### config.mk
export PLATFORM = sky130hd
export DESIGN_NAME = pipeline_control
export DESIGN_NICKNAME = d
export VERILOG_FILES = /design/src/rtl/rv32_ctrl_pkg.sv /design/src/rtl/instr_decoder.sv /design/src/rtl/pipeline_control.sv
export SDC_FILE = /design/constraint.sdc
export NUM_CORES = 1
export LEC_CHECK = 0
export ABC_AREA = 1
export CAP_MARGIN = 25
export CORE_ASPECT_RATIO = 0.75
export CORE_MARGIN = 2
export CORE_UTILIZATION = 56
export DETAILED_ROUTE_END_ITERATION = 8
export GPL_ROUTABILITY_DRIVEN = 0
export PLACE_DENSITY = 0.83
export SKIP_CTS_REPAIR_TIMING = 1
export SLEW_MARGIN = 30
export SYNTH_ARGS = -nofsm -noshare
export SYNTH_HDL_FRONTEND = slang
export SYNTH_HIERARCHICAL = 1
export SYNTH_SLANG_ARGS = --single-unit
### constraint.sdc
create_clock -name clk -period 4.4 [get_ports clk]
set_clock_uncertainty 0.05 [all_clocks]
set_input_delay 0.44 -clock clk [delete_from_list [all_inputs] [get_ports clk]]
set_output_delay 0.44 -clock clk [all_outputs]
set_load 0.005 [all_outputs]
### src/rtl/rv32_ctrl_pkg.sv
// Shared types and constants for the RV32I front end and control-word pipeline.
package rv32_ctrl_pkg;

    localparam int unsigned XLEN    = 32;
    localparam int unsigned CWORD_W = 23;

    localparam int unsigned TYPE_LSB = 0;
    localparam int unsigned FUN3_LSB = 4;
    localparam int unsigned FUN7_BIT = 7;
    localparam int unsigned RD_LSB   = 8;
    localparam int unsigned RS1_LSB  = 13;
    localparam int unsigned RS2_LSB  = 18;

    localparam int unsigned Z_BIT = 3;
    localparam int unsigned C_BIT = 2;
    localparam int unsigned N_BIT = 1;
    localparam int unsigned V_BIT = 0;

    localparam logic [3:0] T_LOAD   = 4'd0;
    localparam logic [3:0] T_IMM    = 4'd1;
    localparam logic [3:0] T_STORE  = 4'd2;
    localparam logic [3:0] T_REG    = 4'd3;
    localparam logic [3:0] T_LUI    = 4'd4;
    localparam logic [3:0] T_AUIPC  = 4'd5;
    localparam logic [3:0] T_BRANCH = 4'd6;
    localparam logic [3:0] T_JALR   = 4'd7;
    localparam logic [3:0] T_JAL    = 4'd8;

    localparam logic [CWORD_W-1:0] NOP_CWORD = 23'h000001;
    localparam logic [XLEN-1:0]    NOP_INSTR = 32'h0000_0013;

    typedef struct packed {
        logic [4:0] rs2;
        logic [4:0] rs1;
        logic [4:0] rd;
        logic       fun7;
        logic [2:0] fun3;
        logic [3:0] itype;
    } cword_t;

    // True when c writes architectural register r (x0 never counts).
    function automatic logic writes_reg(cword_t c, logic [4:0] r);
        return (r != 5'd0) && (c.rd == r) && (c.itype != T_STORE) && (c.itype != T_BRANCH);
    endfunction

endpackage

### src/rtl/instr_decoder.sv
// Combinational RV32I decode: instruction word to control word, immediate and illegal flag.
module instr_decoder
    import rv32_ctrl_pkg::*;
(
    input  logic [XLEN-1:0]    instr,
    output logic [CWORD_W-1:0] cword,
    output logic [XLEN-1:0]    imm,
    output logic               illegal
);

    logic [3:0] itype;
    logic [2:0] fun3;
    logic       fun7;
    logic [4:0] rd;
    logic [4:0] rs1;
    logic [4:0] rs2;

    always_comb begin
        itype   = T_IMM;
        illegal = 1'b0;
        case (instr[6:0])
            7'b0000011: itype = T_LOAD;
            7'b0010011: itype = T_IMM;
            7'b0100011: itype = T_STORE;
            7'b0110011: itype = T_REG;
            7'b0110111: itype = T_LUI;
            7'b0010111: itype = T_AUIPC;
            7'b1100011: itype = T_BRANCH;
            7'b1100111: itype = T_JALR;
            7'b1101111: itype = T_JAL;
            default:    illegal = 1'b1;
        endcase
    end

    // Unused register slots are forced to x0 so hazard and forwarding logic never see phantom operands.
    always_comb begin
        fun3 = instr[14:12];
        fun7 = 1'b0;
        rd   = instr[11:7];
        rs1  = instr[19:15];
        rs2  = 5'd0;
        if (itype == T_REG || (itype == T_IMM && fun3 == 3'b101)) fun7 = instr[30];
        if (itype == T_STORE || itype == T_BRANCH) rd = 5'd0;
        if (itype == T_LUI || itype == T_AUIPC || itype == T_JAL) rs1 = 5'd0;
        if (itype == T_REG || itype == T_STORE || itype == T_BRANCH) rs2 = instr[24:20];
    end

    always_comb begin
        imm = '0;
        case (itype)
            T_LOAD, T_IMM, T_JALR: imm = {{20{instr[31]}}, instr[31:20]};
            T_STORE:               imm = {{20{instr[31]}}, instr[31:25], instr[11:7]};
            T_BRANCH:              imm = {{19{instr[31]}}, instr[31], instr[7], instr[30:25], instr[11:8], 1'b0};
            T_LUI, T_AUIPC:        imm = {instr[31:12], 12'b0};
            T_JAL:                 imm = {{11{instr[31]}}, instr[31], instr[19:12], instr[20], instr[30:21], 1'b0};
            default:               imm = '0;
        endcase
        if (illegal) imm = '0;
    end

    assign cword = illegal ? NOP_CWORD
                 : ((CWORD_W'(rs2)   << RS2_LSB)  | (CWORD_W'(rs1)  << RS1_LSB) |
                    (CWORD_W'(rd)    << RD_LSB)   | (CWORD_W'(fun7) << FUN7_BIT) |
                    (CWORD_W'(fun3)  << FUN3_LSB) | (CWORD_W'(itype) << TYPE_LSB));

endmodule

### src/rtl/pipeline_control.sv
// RV32I fetch, IF/ID, decode and control-word pipeline with ID hazard stalls and EX-stage redirects.
module pipeline_control
    import rv32_ctrl_pkg::*;
#(
    parameter logic [XLEN-1:0] RESET_PC = 32'h0000_0000,
    parameter int unsigned     IMEM_AW  = 8
) (
    input  logic               clk,
    input  logic               rst,
    output logic [IMEM_AW-1:0] imem_addr,
    input  logic [XLEN-1:0]    imem_rdata,
    output logic [CWORD_W-1:0] cwordID,
    output logic [CWORD_W-1:0] cwordEX,
    output logic [CWORD_W-1:0] cwordMEM,
    output logic [CWORD_W-1:0] cwordWB,
    output logic [XLEN-1:0]    pc,
    output logic [XLEN-1:0]    immEX,
    output logic [XLEN-1:0]    immMEM,
    input  logic [XLEN-1:0]    r_for_pc,
    input  logic [3:0]         funit_ZCNVFlags,
    output logic               illegal
);

    logic [XLEN-1:0]    pc_if;
    logic [XLEN-1:0]    instr_id;
    logic [XLEN-1:0]    pc_id;
    logic [XLEN-1:0]    pc_ex;
    logic [XLEN-1:0]    imm_ex;
    logic [XLEN-1:0]    imm_mem;
    cword_t             id_cw;
    cword_t             ex_cw;
    cword_t             mem_cw;
    cword_t             wb_cw;
    logic               illegal_q;

    logic [CWORD_W-1:0] dec_cword;
    logic [XLEN-1:0]    dec_imm;
    logic               dec_illegal;

    logic               taken_c;
    logic               redirect_c;
    logic [XLEN-1:0]    target_c;
    logic               load_use_c;
    logic               store_dep_c;
    logic               jalr_dep_c;
    logic               stall_c;

    instr_decoder u_dec (
        .instr   (instr_id),
        .cword   (dec_cword),
        .imm     (dec_imm),
        .illegal (dec_illegal)
    );

    assign id_cw = cword_t'(dec_cword);

    // Branch condition and redirect target for the instruction in EX.
    always_comb begin
        taken_c = 1'b0;
        case (ex_cw.fun3)
            3'b000:  taken_c = funit_ZCNVFlags[Z_BIT];
            3'b001:  taken_c = !funit_ZCNVFlags[Z_BIT];
            3'b100:  taken_c = funit_ZCNVFlags[N_BIT] ^ funit_ZCNVFlags[V_BIT];
            3'b101:  taken_c = !(funit_ZCNVFlags[N_BIT] ^ funit_ZCNVFlags[V_BIT]);
            3'b110:  taken_c = !funit_ZCNVFlags[C_BIT];
            3'b111:  taken_c = funit_ZCNVFlags[C_BIT];
            default: taken_c = 1'b0;
        endcase
        redirect_c = 1'b0;
        target_c   = pc_ex + imm_ex;
        case (ex_cw.itype)
            T_BRANCH: redirect_c = taken_c;
            T_JAL:    redirect_c = 1'b1;
            T_JALR: begin
                redirect_c = 1'b1;
                target_c   = (r_for_pc + imm_ex) & ~32'd1;
            end
            default:  redirect_c = 1'b0;
        endcase
    end

    // Loads forward only from WB; store data and jalr base are not forwarded at all.
    always_comb begin
        load_use_c = 1'b0;
        if (ex_cw.itype == T_LOAD && (writes_reg(ex_cw, id_cw.rs1) || writes_reg(ex_cw, id_cw.rs2)))
            load_use_c = 1'b1;
        if (mem_cw.itype == T_LOAD && (writes_reg(mem_cw, id_cw.rs1) || writes_reg(mem_cw, id_cw.rs2)))
            load_use_c = 1'b1;
        store_dep_c = (id_cw.itype == T_STORE) &&
                      (writes_reg(ex_cw, id_cw.rs2) || writes_reg(mem_cw, id_cw.rs2) ||
                       writes_reg(wb_cw, id_cw.rs2));
        jalr_dep_c  = (id_cw.itype == T_JALR) &&
                      (writes_reg(ex_cw, id_cw.rs1) || writes_reg(mem_cw, id_cw.rs1) ||
                       writes_reg(wb_cw, id_cw.rs1));
        stall_c     = load_use_c || store_dep_c || jalr_dep_c;
    end

    always_ff @(posedge clk) begin
        if (!rst) begin
            pc_if     <= RESET_PC;
            instr_id  <= NOP_INSTR;
            pc_id     <= '0;
            ex_cw     <= cword_t'(NOP_CWORD);
            pc_ex     <= '0;
            imm_ex    <= '0;
            mem_cw    <= cword_t'(NOP_CWORD);
            imm_mem   <= '0;
            wb_cw     <= cword_t'(NOP_CWORD);
            illegal_q <= 1'b0;
        end else begin
            mem_cw    <= ex_cw;
            imm_mem   <= imm_ex;
            wb_cw     <= mem_cw;
            pc_ex     <= pc_id;
            illegal_q <= dec_illegal && !redirect_c;
            if (redirect_c) begin
                pc_if    <= target_c;
                instr_id <= NOP_INSTR;
                pc_id    <= target_c;
                ex_cw    <= cword_t'(NOP_CWORD);
                imm_ex   <= '0;
            end else if (stall_c) begin
                ex_cw    <= cword_t'(NOP_CWORD);
                imm_ex   <= '0;
            end else begin
                pc_if    <= pc_if + 32'd4;
                instr_id <= imem_rdata;
                pc_id    <= pc_if;
                ex_cw    <= id_cw;
                imm_ex   <= dec_imm;
            end
        end
    end

    assign imem_addr = pc_if[IMEM_AW+1:2];
    assign cwordID   = dec_cword;
    assign cwordEX   = ex_cw;
    assign cwordMEM  = mem_cw;
    assign cwordWB   = wb_cw;
    assign pc        = pc_ex;
    assign immEX     = imm_ex;
    assign immMEM    = imm_mem;
    assign illegal   = illegal_q;

endmodule

# Word-level counts from Yosys, hierarchy flattened
# Index checks and enable logic that the tools add are counted.
dict set report totals {
  wordCells 149
  out_inout_bits 197
  input_bits 70
  register_bits 262
}
dict set report classes {
  addsub 3
  reduce_logical 55
  mux 17
  bitwise_logic 8
  n_eq_ne 41
}
# op n
set ops {}
lappend ops {{$mux W32} 5}
lappend ops {{$pmux W32 S5} 1}
lappend ops {{$add A32 B32 Y32} 2}
lappend ops {{$add A32 B3 Y32 const B} 1}
lappend ops {{$pmux W4 S8} 1}
lappend ops {{$eq A5 B5 Y1} 6}
lappend ops {{$eq A4 B3 Y1 const B} 7}
lappend ops {{$logic_and A1 B1 Y1} 24}
lappend ops {{$mux W23} 1}
lappend ops {{$or A23 B13 Y23} 1}
lappend ops {{$or A23 B18 Y23} 1}
lappend ops {{$or A23 B4 Y23} 1}
lappend ops {{$or A23 B7 Y23} 1}
lappend ops {{$or A23 B8 Y23} 1}
lappend ops {{$eq A7 B6 Y1 const B} 3}
lappend ops {{$eq A7 B7 Y1 const B} 3}
lappend ops {{$eq A3 B3 Y1 const B} 5}
lappend ops {{$mux W5} 3}
lappend ops {{$eq A7 B5 Y1 const B} 2}
lappend ops {{$logic_or A1 B1 Y1} 14}
lappend ops {{$eq A4 B2 Y1 const B} 3}
lappend ops {{$logic_not A4 Y1} 3}
lappend ops {{$ne A4 B2 Y1 const B} 3}
lappend ops {{$ne A4 B3 Y1 const B} 3}
lappend ops {{17 further kinds} 29}

# Logic depth before layout (Yosys ltp)
dict set report depth {
  word_depth 24
  mapped_depth 27
  mapped_depth_nobuf 25
}

# Hierarchy
# The synthesis kept the hierarchy.
# module cells_per_inst instances area_per_inst_um2 seq_area_each_um2
set modules_own_cells {}
lappend modules_own_cells {pipeline_control 2474 1 15187.1 5245.0}
lappend modules_own_cells {instr_decoder 193 1 1087.3 0.0}

# Worst setup path before layout
# OpenSTA, ideal clock, no wires.
dict set report synth_timing {
  path_type {reg2reg}
  start {register instr_id[4]}
  end {register pc_if[19]}
  setup_slack_ns 1.335
  required_ns 4.235
  period_less_slack_ns 3.065
  path_buffers 3
  stages_incl_launch_ff 27
  t_arrival_ns 2.901
  setup_time_ns 0.115
  path_cell_list {dfxtp_1 -> inv_2 -> nor2_4 -> nand3_2 -> nand2_2 -> nor2_4 -> o21ai_4 -> inv_2 -> buf_6 -> nor3_1 -> inv_2 -> nand2_1 -> nand2_1 -> inv_1 -> nand2_1 -> nor2_1 -> nand2_1 -> nand2_1 -> nand2_1 -> nand2_1 -> inv_2 -> nand3_4 -> nand2_2 -> buf_6 -> buf_6 -> o21ai_1 -> nor2_1}
}
dict set report synth_between {
  elab_cells_between_ends 72
  classes_between {24 x eq/ne; 6 x mux; 5 x bitwise; 37 x reduce/logical}
}
# element line_no
set synth_lines {}
lappend synth_lines {{start, declared} pipeline_control.sv:25} ;# logic [XLEN-1:0] instr_id;
lappend synth_lines {{start signal, assigned} pipeline_control.sv:127} ;# instr_id <= imem_rdata;
lappend synth_lines {{$eq A7 B7 Y1 (tied with other cells)} instr_decoder.sv:21} ;# case (instr[6:0])
lappend synth_lines {{$pmux W4 S8} instr_decoder.sv:21}
lappend synth_lines {{$or A23 B4 Y23} instr_decoder.sv:64} ;# (CWORD_W'(fun3) << FUN3_LSB) | (CWORD_W'(itype) << TYPE_LSB));
lappend synth_lines {{$mux W23 (*)} instr_decoder.sv:61} ;# assign cword = illegal ? NOP_CWORD
lappend synth_lines {{via cwordID[2]} pipeline_control.sv:12} ;# output logic [CWORD_W-1:0] cwordID,
lappend synth_lines {{$eq A4 B2 Y1} pipeline_control.sv:89} ;# store_dep_c = (id_cw.itype == T_STORE) &&
lappend synth_lines {{$logic_and A1 B1 Y1} pipeline_control.sv:89}
lappend synth_lines {{$logic_or A1 B1 Y1} pipeline_control.sv:95} ;# stall_c = load_use_c || store_dep_c || jalr_dep_c;
lappend synth_lines {{$logic_or A1 B1 Y1 (*)} pipeline_control.sv:95}
lappend synth_lines {{$ne A2 B2 Y1 (no line) (*)} --}
lappend synth_lines {{end signal, assigned} pipeline_control.sv:117} ;# pc_if <= target_c;
lappend synth_lines {{end signal, assigned} pipeline_control.sv:126} ;# pc_if <= pc_if + 32'd4;
lappend synth_lines {{end, declared} pipeline_control.sv:24} ;# logic [XLEN-1:0] pc_if;
# Mark *: on every way through the listed nets, which the timed path passes. The rest lies on a longest branch.
# A chain may end at the register's enable or synchronous reset.

# Final worst setup path
dict set report layout_timing {
  start {register instr_id[1]}
  end {register pc_if[17]}
}
dict set report layout_between {
  elab_chain_cells 23
  elab_cells_between_ends 72
  classes_between {24 x eq/ne; 6 x mux; 5 x bitwise; 37 x reduce/logical}
}
# element line_no
set layout_lines {}
lappend layout_lines {{$eq A7 B7 Y1 (tied with other cells)} instr_decoder.sv:21}
lappend layout_lines {{$pmux W4 S8} instr_decoder.sv:21}
lappend layout_lines {{$eq A4 B3 Y1 / $eq A4 B2 Y1 (equally long branches)} {instr_decoder.sv:44, instr_decoder.sv:45}}
lappend layout_lines {{$logic_or A1 B1 Y1 (on tied branches) (2 in series)} {instr_decoder.sv:44, instr_decoder.sv:45}}
lappend layout_lines {{$mux W5 (on tied branches)} {instr_decoder.sv:44, instr_decoder.sv:45}}
lappend layout_lines {{$or A23 B18 Y23} instr_decoder.sv:62} ;# : ((CWORD_W'(rs2) << RS2_LSB) | (CWORD_W'(rs1) << RS1_LSB) |
lappend layout_lines {{$or A23 B13 Y23} instr_decoder.sv:62}
lappend layout_lines {{$or A23 B8 Y23} instr_decoder.sv:63} ;# (CWORD_W'(rd) << RD_LSB) | (CWORD_W'(fun7) << FUN7_BIT) |
lappend layout_lines {{[4 not listed]} --}
lappend layout_lines {{$logic_and A1 B1 Y1 (3 in series)} rv32_ctrl_pkg.sv:43} ;# return (r != 5'd0) && (c.rd == r) && (c.itype != T_STORE) && (c.itype != T_BRANCH);
lappend layout_lines {{$logic_or A1 B1 Y1} pipeline_control.sv:85} ;# if (ex_cw.itype == T_LOAD && (writes_reg(ex_cw, id_cw.rs1) || writes_reg(ex_cw, id_cw.rs2)))
lappend layout_lines {{$logic_and A1 B1 Y1} pipeline_control.sv:85}
lappend layout_lines {{$mux W1} pipeline_control.sv:85}
lappend layout_lines {{$mux W1} pipeline_control.sv:87} ;# if (mem_cw.itype == T_LOAD && (writes_reg(mem_cw, id_cw.rs1) || writes_reg(mem_cw, id_cw.rs2)))
lappend layout_lines {{$logic_or A1 B1 Y1} pipeline_control.sv:95}
lappend layout_lines {{$logic_or A1 B1 Y1 (*)} pipeline_control.sv:95}
lappend layout_lines {{$ne A2 B2 Y1 (no line) (*)} --}
# Mark *: on every way between the ends. The rest lies on a longest branch, timed or not.

==> results.py <==
metrics = {
    "critical_path": {
        "path_class": "reg2reg",
        "reg2reg_from": "instr_id[1]$_SDFFE_PP1N_",
        "cp_slowest_stage_delay_ns": 0.45,
        "r2r_setup_slack_ns": 0.41,
        "cp_cell_sequence": "nand2_1 > inv_2 > nand3_1 > nor2_4 > nor2_4 > o21ai_4 > nand2_1 > nor2_1 > inv_2 > nand2_1 > nand2_1 > inv_1 > nand2_1 > nor2_1 > nand2_1 > nand3_1 > nand2_2 > nand3_4 > nand2_2 > buf_4 > o21ai_0 > nor2_1",
        "cp_slowest_cell": "nor2_1",
        "cp-start-kind": "flop",
        "worstPathRequired_ns": 4.81,
        "cp-end-kind": "flop",
        "cpMostUsedCell": "nand2_1",
        "crit_arrival_ns": 4.40,
        "r2r-end": "pc_if[17]$_SDFFE_PN0P_",
        "crit_fanout": 29,
        "ff2ff_path_depth": 22,
    },
    "floorplan": {
        "core.rowCount": 54,
        "dieArea_um2": 30500,
        "die_w_um": 201,
        "ios": 267,
        "fp.coreArea_um2": 28900,
        "fp.dieH_um": 152,
        "initial_core_util": 0.564,
    },
    "clock_tree": {
        "clk_latency_ns": 0.58,
        "cts_buffers": 27,
        "htree_levels": 1,
        "clock-sinks": 262,
        "clk_pin_slew_ns": 0.06,
        "cts_tree": "built",
        "root_buffer": "clkbuf_16",
        "cts_buffer_depth": 3,
    },
    "grt": {
        "grt-ovfl-total": 0,
        "grt_pass1_wl_um": 82500,
        "grt_use_total": 0.339,
        "antenna_found_initial": 1,
        "grt_pass1_vias": 15900,
        "grt_max_degree": 80,
    },
    "timing": {
        "period_share": 0.906,
        "min_period_ns": 3.99,
        "finalSetupViolCount": 0,
        "maxSlewHeadroom": 0.349,
        "tns_ns": 0,
        "fmax_mhz": 251,
        "rsz0062_at_grt": "false",
        "final_max_slew_viol_count": 0,
        "final_hold_viol_count": 0,
        "worstMarginPinSlew_ns": 0.975,
    },
    "route": {
        "drt-vias-per-instance": 5.35,
        "wl_um": 53200,
        "via_count": 17700,
        "drtPass1Iterations": 8,
        "antenna_left": 0,
        "wl_per_cell_um": 16.1,
        "drt_iter0_drc": 1750,
        "drc": 0,
    },
    "place": {
        "place_area_um2": 19000,
        "io_buffers": 266,
        "dpl.hpwl_um": 40400,
    },
    "power": {
        "power.density_nw_per_um2": 293,
        "vdd_ir_drop_max_v": 0.000287,
        "p_leak_nw": 10.3,
    },
    "final_layout": {
        "n_fill_cell": 2503,
        "drive_above_1_share": 0.0539,
        "area_delta_synth_final_pct": 22.8,
        "antenna_cells": 0,
        "stdcell_area_um2": 20000,
        "final_util": 0.693,
        "nNetsFinal": 3026,
    },
    "logic_synthesis": {
        "yosys_warnings": 6,
        "synth_ff_type": "dfxtp_1",
        "ys_types": 47,
        "syn_avg_cell_area_um2": 6.10,
        "syn_area_um2": 16300,
        "synth_common_cells": "nand2_1, inv_1, nor2_1",
        "synth.largest_area_cell": "dfxtp_1",
        "synthArstFlopShare": 0,
        "ys_seq_elements": 262,
        "ys_seq_area_frac": 0.322,
        "synthesis.nets": 2801,
        "synthTopCellsByArea": "dfxtp_1, nand2_1, inv_1, nor2_1, ha_1",
        "synth_top_area_frac": 0.322,
        "yosysMostFrequentCell": "nand2_1",
        "synth_edf_count": 0,
        "synthCells": 2667,
    },
    "hold_path": {
        "holdCritPathClass": "reg2reg",
        "holdPathStages": 2,
        "holdPathEnd": "pc[28]$_SDFF_PN0_",
        "min_from": "pc_id[28]$_SDFFE_PN0P_",
    },
    "job": {
        "maxCapViolations": 0,
    },
    "outcome": {
        "status": "finished, final reports clean",
    },
}
-- worst max-delay path: cells and delay by family, from the launching register on --
kind	cells	cell delay, ns
AND/OR/NAND/NOR	16	2.55
buffers and inverters	4	0.61
flip-flops	1	0.33
AO/OA/AOI/OAI	2	0.31
-- routing by layer --
layer | global-route usage | share of wire | wire, µm
met2 | 0.544 | 0.44 | 23200
met3 | 0.0684 | 0.11 | 5780
met4 | 0.154 | 0.048 | 2540
met5 | 0 | 0.00017 | 9
met1 | 0.445 | 0.41 | 21700
-- worst max-delay path by stage --
stage / from / end / slack (ns) / cells after the start
finish: instr_id[1]$_SDFFE_PP1N_ / pc_if[17]$_SDFFE_PN0P_ / 0.41 / 22
global route: instr_id[4]$_SDFFE_PP1N_ / pc_if[16]$_SDFFE_PN0P_ / 0.09 / 24
CTS: instr_id[1]$_SDFFE_PP1N_ / cwordEX[18]$_SDFF_PP0_ / 0.36 / 22
detailed placement: instr_id[4]$_SDFFE_PP1N_ / cwordEX[19]$_SDFF_PP0_ / 0.41 / 22
global placement: instr_id[4]$_SDFFE_PP1N_ / cwordEX[4]$_SDFF_PP0_ / 0.59 / 22
floorplan: instr_id[4]$_SDFFE_PP1N_ / pc_if[19]$_SDFFE_PN0P_ / 1.33 / 26
-- per-stage QoR --
step	hold slack [ns]	cells	setup WS (ns)	power (W)
floorplan	0.357	2667	1.33	0.00315
global placement	0.363	3255	0.592	0.00345
detailed placement	0.368	3255	0.409	0.00348
CTS	0.374	3304	0.361	0.00586
global route	0.390	3304	0.0942	0.00607
finish	0.370	3304	0.412	0.00586
-- kinds of logic after synthesis --
group	after synthesis	synth area share
simple gates	1476	0.375
buf+inv	578	0.144
fa+ha+maj	64	0.0501
xor+xnor	42	0.0226
flops	262	0.322
compound gates	245	0.0863
-- state kept, by name (all words and copies together), names as in the netlist --
name / flops
immEX: 32
immMEM: 32
instr_id: 32
pc: 32
pc_id: 32
pc_if: 32
cwordEX: 23
cwordMEM: 23
cwordWB: 23
illegal: 1
-- cell usage in the layout (no fill, tap or decap), types with 4 or more instances in the layout --
cell type / instances
clkbuf_8: 8
buf_4: 12
o21ai_0: 83
xnor2_1: 18
clkbuf_16: 27
inv_1: 478
dfxtp_1: 262
nand2_2: 19
o21ai_1: 17
nand3_1: 148
clkdlybuf4s50_1: 265
nor2_1: 293
nand4_1: 20
nor4_1: 5
nor3_1: 19
clkbuf_1: 4
nand2_1: 914
nor2_2: 6
nand3b_1: 27
or2_2: 4
xor2_1: 24
inv_2: 18
a21oi_1: 94
nor3_2: 6
nor2_4: 7
a21oi_2: 33
ha_1: 62
-- where the power goes --
| group | total (W) | switching [W] | internal (W) |
|---|---|---|---|
| Combinational | 0.000879 | 0.000523 | 0.000356 |
| Clock | 0.00241 | 0.00101 | 0.00139 |
| Sequential | 0.00258 | 0.000114 | 0.00246 |
| Total | 0.00586 | 0.00165 | 0.00421 |
-- area by class of cell --
| class | instances | area (µm²) | share of cell area |
|---|---|---|---|
| Timing Repair Buffer | 277 | 2740 | 0.137 |
| Multi-Input combinational cell | 1827 | 8710 | 0.436 |
| Clock buffer | 39 | 801 | 0.0401 |
| Inverter | 497 | 1870 | 0.0935 |
| Tap cell | 392 | 490 | 0.0245 |
| Sequential cell | 262 | 5250 | 0.262 |
| Clock inverter | 10 | 129 | 0.00645 |
Power figures use the tool's default switching activity.
